$ cat src/rtl/uart_rx_frame_bridge.sv
// uart_rx_frame_bridge: parses START/header/length/payload/XOR frames into a two-slot ping-pong buffer
module uart_rx_frame_bridge #(
  parameter int HEADER_BYTES = 4,
  parameter int MAX_PAYLOAD_BYTES = 64,
  parameter logic [7:0] START_BYTE = 8'hBB,
  parameter int TIMEOUT_CYCLES = 100000
) (
  input  logic clk_in,
  input  logic rst_in,
  input  logic [7:0] ll_byte_in,
  input  logic ll_valid_in,
  output logic ll_ready_out,
  output logic [HEADER_BYTES*8-1:0] header_out,
  output logic [MAX_PAYLOAD_BYTES*8-1:0] message_out,
  output logic [$clog2(MAX_PAYLOAD_BYTES+1)-1:0] length_out,
  output logic bdge_valid_out,
  input  logic ctrl_ready_in,
  output logic err_checksum_out,
  output logic err_length_out,
  output logic err_timeout_out,
  output logic [15:0] drop_count_out
);
  localparam int LW = $clog2(MAX_PAYLOAD_BYTES + 1);
  localparam int TW = $clog2(TIMEOUT_CYCLES + 1);
  localparam int IW = $clog2((HEADER_BYTES > MAX_PAYLOAD_BYTES ? HEADER_BYTES : MAX_PAYLOAD_BYTES) + 1);
  typedef enum logic [2:0] {IDLE, HEADER, LENGTH, PAYLOAD, CHECK} state_t;
  state_t state, state_n;
  logic [7:0] csum, len;
  logic [IW-1:0] idx;
  logic [TW-1:0] tcnt;
  logic [HEADER_BYTES*8-1:0] hdr_w, hdr_s [2];
  logic [MAX_PAYLOAD_BYTES*8-1:0] msg_w, msg_s [2];
  logic [7:0] len_s [2];
  logic wr, rd;
  logic [1:0] cnt;
  logic acc, take, timeout, bad_len, hdr_last, pay_last, commit, mismatch, len_err;
  assign ll_ready_out = !(state == IDLE && cnt == 2'd2);
  assign acc = ll_valid_in && ll_ready_out;
  assign bdge_valid_out = cnt != 2'd0;
  assign take = bdge_valid_out && ctrl_ready_in;
  assign header_out = hdr_s[rd];
  assign message_out = msg_s[rd];
  assign length_out = LW'(len_s[rd]);
  assign timeout = state != IDLE && !acc && 32'(tcnt) == TIMEOUT_CYCLES - 1;
  assign bad_len = ll_byte_in == 8'd0 || 32'(ll_byte_in) > MAX_PAYLOAD_BYTES;
  assign hdr_last = 32'(idx) == HEADER_BYTES - 1;
  assign pay_last = 32'(idx) == 32'(len) - 1;
  assign commit = acc && state == CHECK && ll_byte_in == csum;
  assign mismatch = acc && state == CHECK && ll_byte_in != csum;
  assign len_err = acc && state == LENGTH && bad_len;
  // state register
  always_ff @(posedge clk_in) state <= rst_in ? IDLE : state_n;
  // next state: advance on accepted bytes, abort to IDLE on timeout
  always_comb begin
    state_n = state;
    if (timeout) state_n = IDLE;
    else if (acc)
      case (state)
        IDLE:    state_n = ll_byte_in == START_BYTE ? HEADER : IDLE;
        HEADER:  state_n = hdr_last ? LENGTH : HEADER;
        LENGTH:  state_n = bad_len ? IDLE : PAYLOAD;
        PAYLOAD: state_n = pay_last ? CHECK : PAYLOAD;
        default: state_n = IDLE;
      endcase
  end
  // frame assembly; payload buffer is cleared at frame start so bytes above L commit as zero
  always_ff @(posedge clk_in) begin
    if (acc) begin
      csum <= state == IDLE ? 8'd0 : csum ^ ll_byte_in;
      idx <= (state == IDLE || state == LENGTH || (state == HEADER && hdr_last)) ? '0 : idx + 1'b1;
      len <= state == LENGTH ? ll_byte_in : len;
      if (state == IDLE) msg_w <= '0;
      for (int k = 0; k < HEADER_BYTES; k++)
        if (state == HEADER && 32'(idx) == k) hdr_w[8*k +: 8] <= ll_byte_in;
      for (int k = 0; k < MAX_PAYLOAD_BYTES; k++)
        if (state == PAYLOAD && 32'(idx) == k) msg_w[8*k +: 8] <= ll_byte_in;
    end
  end
  // slot buffer, inter-byte timer and error reporting
  always_ff @(posedge clk_in) begin
    if (rst_in) begin
      for (int k = 0; k < 2; k++) begin
        hdr_s[k] <= '0;
        msg_s[k] <= '0;
        len_s[k] <= '0;
      end
      wr <= 1'b0;
      rd <= 1'b0;
      cnt <= 2'd0;
      tcnt <= '0;
      err_checksum_out <= 1'b0;
      err_length_out <= 1'b0;
      err_timeout_out <= 1'b0;
      drop_count_out <= 16'd0;
    end else begin
      if (commit) begin
        hdr_s[wr] <= hdr_w;
        msg_s[wr] <= msg_w;
        len_s[wr] <= len;
        wr <= ~wr;
      end
      if (take) rd <= ~rd;
      cnt <= cnt + {1'b0, commit} - {1'b0, take};
      tcnt <= (acc || state == IDLE || timeout) ? '0 : tcnt + 1'b1;
      err_checksum_out <= mismatch;
      err_length_out <= len_err;
      err_timeout_out <= timeout;
      drop_count_out <= ((mismatch || len_err || timeout) && drop_count_out != 16'hFFFF) ? drop_count_out + 16'd1 : drop_count_out;
    end
  end
endmodule

$ cat config.mk
export PLATFORM = sky130hd
export DESIGN_NAME = uart_rx_frame_bridge
export DESIGN_NICKNAME = d
export VERILOG_FILES = /design/src/rtl/uart_rx_frame_bridge.sv
export SDC_FILE = /design/constraint.sdc
export NUM_CORES = 2
export LEC_CHECK = 0
export ABC_AREA = 1
export CORE_ASPECT_RATIO = 0.8
export CORE_MARGIN = 4
export CORE_UTILIZATION = 54
export CTS_BUF_LIST = sky130_fd_sc_hd__clkbuf_8
export DETAILED_ROUTE_END_ITERATION = 16
export PLACE_DENSITY = 0.78
export SYNTH_ARGS = -nofsm -noshare
export SYNTH_HDL_FRONTEND = slang
export SYNTH_SLANG_ARGS = --single-unit
$ cat constraint.sdc
create_clock -name clk_in -period 51.7 [get_ports clk_in]
set_input_delay 7.755 -clock clk_in [delete_from_list [all_inputs] [get_ports clk_in]]
set_output_delay 7.755 -clock clk_in [all_outputs]
set_load 0.01 [all_outputs]
; ---- Word-level counts from Yosys, hierarchy flattened
; Memory sizes are Yosys's and may differ from the RTL's. A register that Yosys moved wholly into a read port is not among the register bits.
; Cells that the tools add are included.
[totals]
ramBits = 1104
wordCells = 488
n_memories = 3
ff_bits = 610
output_inout_bits = 572
[op_classes]
muxes = 90
n_eq_ne = 74
n_addsub = 6
reduce_logical = 231
bitwise_logic = 3
n_lt_le_gt_ge = 1
[memory_table]
columns = memory, words, width, rd, rd_ports_with_merged_regs, wr, line_no
row1 = msg_s, 2, 512, 1, 1, 2, 32  ; logic [MAX_PAYLOAD_BYTES*8-1:0] msg_w, msg_s [2];
row2 = hdr_s, 2, 32, 1, 1, 2, 31  ; logic [HEADER_BYTES*8-1:0] hdr_w, hdr_s [2];
row3 = len_s, 2, 8, 1, 1, 2, 33  ; logic [7:0] len_s [2];
[ops]
columns = operator, count
row1 = 512-bit 2-to-1 mux, 2
row2 = 8-bit 2-to-1 mux, 65
row3 = 512-bit OR reduction, 1
row4 = 7-bit by 6-bit == test with 1-bit output (second input constant), 32
row5 = 2-bit AND reduction, 69
row6 = 2-bit nonzero test, 65
row7 = 7-bit by 5-bit == test with 1-bit output (second input constant), 16
row8 = 1-bit logical AND, 79
row9 = 7-bit by 4-bit == test with 1-bit output (second input constant), 8
row10 = 7-bit by 32-bit == test with 1-bit output, 1
row11 = 32-bit 2-to-1 mux, 1
row12 = 32-bit OR reduction, 1
row13 = 7-bit by 3-bit == test with 1-bit output (second input constant), 4
row14 = 1-bit 2-to-1 mux, 18
row15 = 17-bit by 1-bit adder with 17-bit output (second input constant), 1
row16 = 17-bit == test (second input constant), 1
row17 = 16-bit by 1-bit adder with 16-bit output (second input constant), 1
row18 = 16-bit inequality test (second input constant), 1
row19 = 7-bit by 2-bit == test with 1-bit output (second input constant), 2
row20 = 3-bit case mux with 4 select lines, 1
row21 = 8-bit by 1-bit subtractor with 9-bit output (second input constant), 1
row22 = 8-bit == test, 1
row23 = 8-bit == test (second input constant), 1
row24 = 8-bit by 7-bit greater-than comparator with 1-bit output (second input constant), 1
row25 = 21 further kinds, 32

; ---- Logic depth before layout (Yosys ltp)
[logic_depth]
ltp_word = 11
mapped_depth = 13

; ---- Worst setup path before layout
; No wires, ideal clock.
[synth_path]
path_type = input port to flip-flop
startpoint = in ll_byte_in[1]
endpoint = mem hdr_s[0][0] (netlist name), enable pin
t_arrival_ps = 46655
slack_ps = 2816
stages = 7
required_ps = 49471
setup_time_ps = 2229
path_cell_list = xnor2_1 > nand2_1 > nor3_2 > nand2_1 > nor2_2 > inv_2 > o21ai_0
[synth_rtl]
columns = element, line_no
row1 = "start, declared", 10  ; input logic [7:0] ll_byte_in,
row2 = "end, declared", 31

==> metrics.txt <==
status finished, final reports clean; H-tree depth 5; via count 42.2k; maximum VDD drop 23.5 µV; reg2reg start csum[5]$_SDFFCE_PN0P_; layout cells sized above 1 19.1%; Synth top cells by count edfxtp_1, nor2_1, inv_1; crit-path max FO 73; Synth area leaders edfxtp_1, mux2_2, nor2_1, inv_1, nor2_2; startpoint types flop; reg2reg end msg_s[0][336]$_SDFFCE_PN0P_; Setup Skew 0.0466 ns; Worst-Margin Slew 1.33 ns; hold crit path type reg -> reg; area grow syn2layout 17.3%; NumNets Final 5938; CTS tree done; Max-Cap Viols 0; syn_nets 5278; die footprint 135000 µm²; hpwl dp 109000 µm; GPL Wtd Cong 0.838; unrepaired setup endpoints after global routing no; FF-to-FF setup slack 45.50 ns; share of the synthesized area in the top cell type 71.6%; fmax 71.0 MHz; Avg Inst Size Synth 13.3 µm²; post-layout min period 14.08 ns; endpoints failing hold 0; CTS Root Cell clkbuf_8; Worst EP arrival 6.33 ns; Post-synth EDFFs 1669; Final ANT Viol Nets 0; pre-CTS worst setup slack 37.45 ns; clock sinks 1713; final worst setup slack 37.62 ns; synth warn 0; area of the mapped netlist 70000 µm²; Pwr Density 33.8 nW/µm²; final worst-path cycle share 27.2%; vias in the first global route 41.9k; Gate power share 5.1%; critical path class reg -> out; Routed WL per cell 22.5 µm; sequential fraction of the synthesis area 72.9%; grt total ovfl 0; die span in x 411 µm; CP endpoint message_out[3]; P_int 2160 µW; Sequential Power Share 57.1%; Chip Height 330 µm; Distinct cells, synth 34; crit end category output port; NetSw 617 µW; # IOs 584; Clock power frac 37.7%; CTS Buf Count 280; worst-case clock buffer depth 4; worst endpoint required time 43.95 ns; Post-Route WL 176000 µm; Yosys top cell by area edfxtp_1; global-route wire length before repair 260000 µm; most common cell in the synthesized netlist edfxtp_1; Std-Cell Rows 117; initial cell density of the core 54.7%; synthesized flop and latch total 1713; setup TNS 0 ns; 1st-pass router iterations 6; core area 128000 µm²; initial antenna violation count 5; Pleak 0.0313 µW; clk_lat worst skew 0.97 ns; max_slew headroom 11.3%; cell count of the worst reg-to-reg path 12; vias per cell 5.40; ys async rst share 0%; Clock Pin Slew Worst Setup and Hold Paths 0.05 ns; Post-synth top flop edfxtp_1; hold_buf cts 0; Filler cells 9231; setup violators final 0; sw frac 22.3%; post_cts resized 0; Final Max Tran Viols 0; # Post-CTS Setup Buffers 0; largest net degree at the start of global routing 161; Cells after Synth 5257; Residual DRC 0; port buffer count 583; GRT Resource Usage Total 25.8%; initial DRC count 5040
[state kept, by name, indices dropped and copies added, names as in the netlist, 3 cells and up, named ones only]
name and flops:
csum 8, drop_count_out 16, hdr_s 64, hdr_w 32, idx 7, len 8
len_s 14, msg_s 1024, msg_w 512, state 3, tcnt 17
[kinds of logic after synthesis]
family          count (synthesis)  share of synthesized area, %
simple gates                 1964                          11.7
fa+ha+maj                       9                         0.161
buf+inv                       879                          5.20
compound gates                107                         0.790
xor+xnor                       34                         0.425
flops                        1713                          72.9
mux                           551                          8.86
[how the worst min path moves through the flow]
| stage | start | to | slack, ns | cells past startpoint |
|---|---|---|---|---|
| after floorplan | tcnt[0]$_SDFF_PP0_ | tcnt[0]$_SDFF_PP0_ | 0.42 | 1 |
| final | tcnt[0]$_SDFF_PP0_ | tcnt[0]$_SDFF_PP0_ | 0.45 | 1 |
| after CTS | tcnt[0]$_SDFF_PP0_ | tcnt[0]$_SDFF_PP0_ | 0.45 | 1 |
| after global routing | tcnt[14]$_SDFF_PP0_ | tcnt[14]$_SDFF_PP0_ | 0.50 | 2 |
| after global placement | tcnt[0]$_SDFF_PP0_ | tcnt[0]$_SDFF_PP0_ | 0.43 | 1 |
| after detailed placement | tcnt[0]$_SDFF_PP0_ | tcnt[0]$_SDFF_PP0_ | 0.44 | 1 |
[placed cells by master, fill, tap and decap left out, types with 3 or more instances in the layout]
cell / synthesis / layout
edfxtp_1: 1669 / 1669
nor2_1: 1492 / 1491
inv_1: 605 / 693
clkdlybuf4s50_1: 0 / 583
mux2_2: 551 / 551
clkbuf_8: 0 / 290
nor2_2: 182 / 183
nand2_1: 170 / 166
a21oi_1: 92 / 92
buf_4: 1 / 57
clkinv_1: 0 / 52
nand3_1: 45 / 44
dfxtp_1: 44 / 43
xor2_1: 25 / 25
nor3_1: 23 / 21
clkinv_2: 0 / 20
nor2_4: 20 / 20
xnor2_1: 9 / 9
ha_1: 9 / 9
nor3_2: 9 / 8
nand4_1: 7 / 7
o21ai_0: 7 / 6
diode_2: 0 / 5
nor4_1: 5 / 5
nor3b_1: 5 / 5
bufinv_16: 0 / 5
or2_2: 4 / 4
nand2_4: 0 / 4
inv_4: 0 / 4
o21bai_1: 4 / 4
clkinvlp_4: 0 / 4
buf_12: 0 / 4
inv_2: 8 / 3
nor3_4: 0 / 3
[worst max-delay path, stage by stage (launching register included)]
cell	delay (ns)
dfxtp_4	0.76
buf_4	0.87
buf_4	0.86
buf_4	0.90
buf_4	0.83
mux2_2	0.43
clkdlybuf4s50_1	0.48
[power by group through the flow]
stage | registers, µW | clock network, µW | logic [µW]
floorplan | 1650 | 0 | 74.8
finish | 1580 | 1050 | 143
detailed placement | 1610 | 0 | 143
global placement | 1610 | 0 | 141
global route | 1590 | 1130 | 151
CTS | 1580 | 1060 | 144
[per-layer routing]
metal  wire [µm]  up-vias  track usage [%]
met5           0        -                0
met2       84000     2136             40.7
met3       18700      304             6.33
met4        5260        0             8.75
li1            -    18900                -
met1       68500    20800             35.4
[stage by stage]
| stage | power, µW | cell area, µm² | hold slack, ns | cells | utilization, % |
|---|---|---|---|---|---|
| after floorplan | 1720 | 70000 | 0.418 | 5257 | - |
| after global placement | 1750 | 77300 | 0.431 | 7360 | 60.4 |
| after detailed placement | 1760 | 77300 | 0.439 | 7360 | 60.4 |
| after CTS | 2790 | 82100 | 0.452 | 7819 | 64.1 |
| after global routing | 2860 | 82100 | 0.498 | 7822 | 64.1 |
| final | 2770 | 82100 | 0.448 | 7824 | 64.2 |
[final cells by class]
type	instances	area (µm²)	share of cell area, %
clock inverters	169	806	0.982
well taps	1725	2160	2.63
flip-flops and latches	1713	51000	62.1
repair buffers	644	6340	7.73
clock buffers	290	3990	4.86
inverters	613	2320	2.82
multi-input cells	2665	15500	18.8
diodes	5	12.5	0.0152
(Power assumes the default switching activity.)
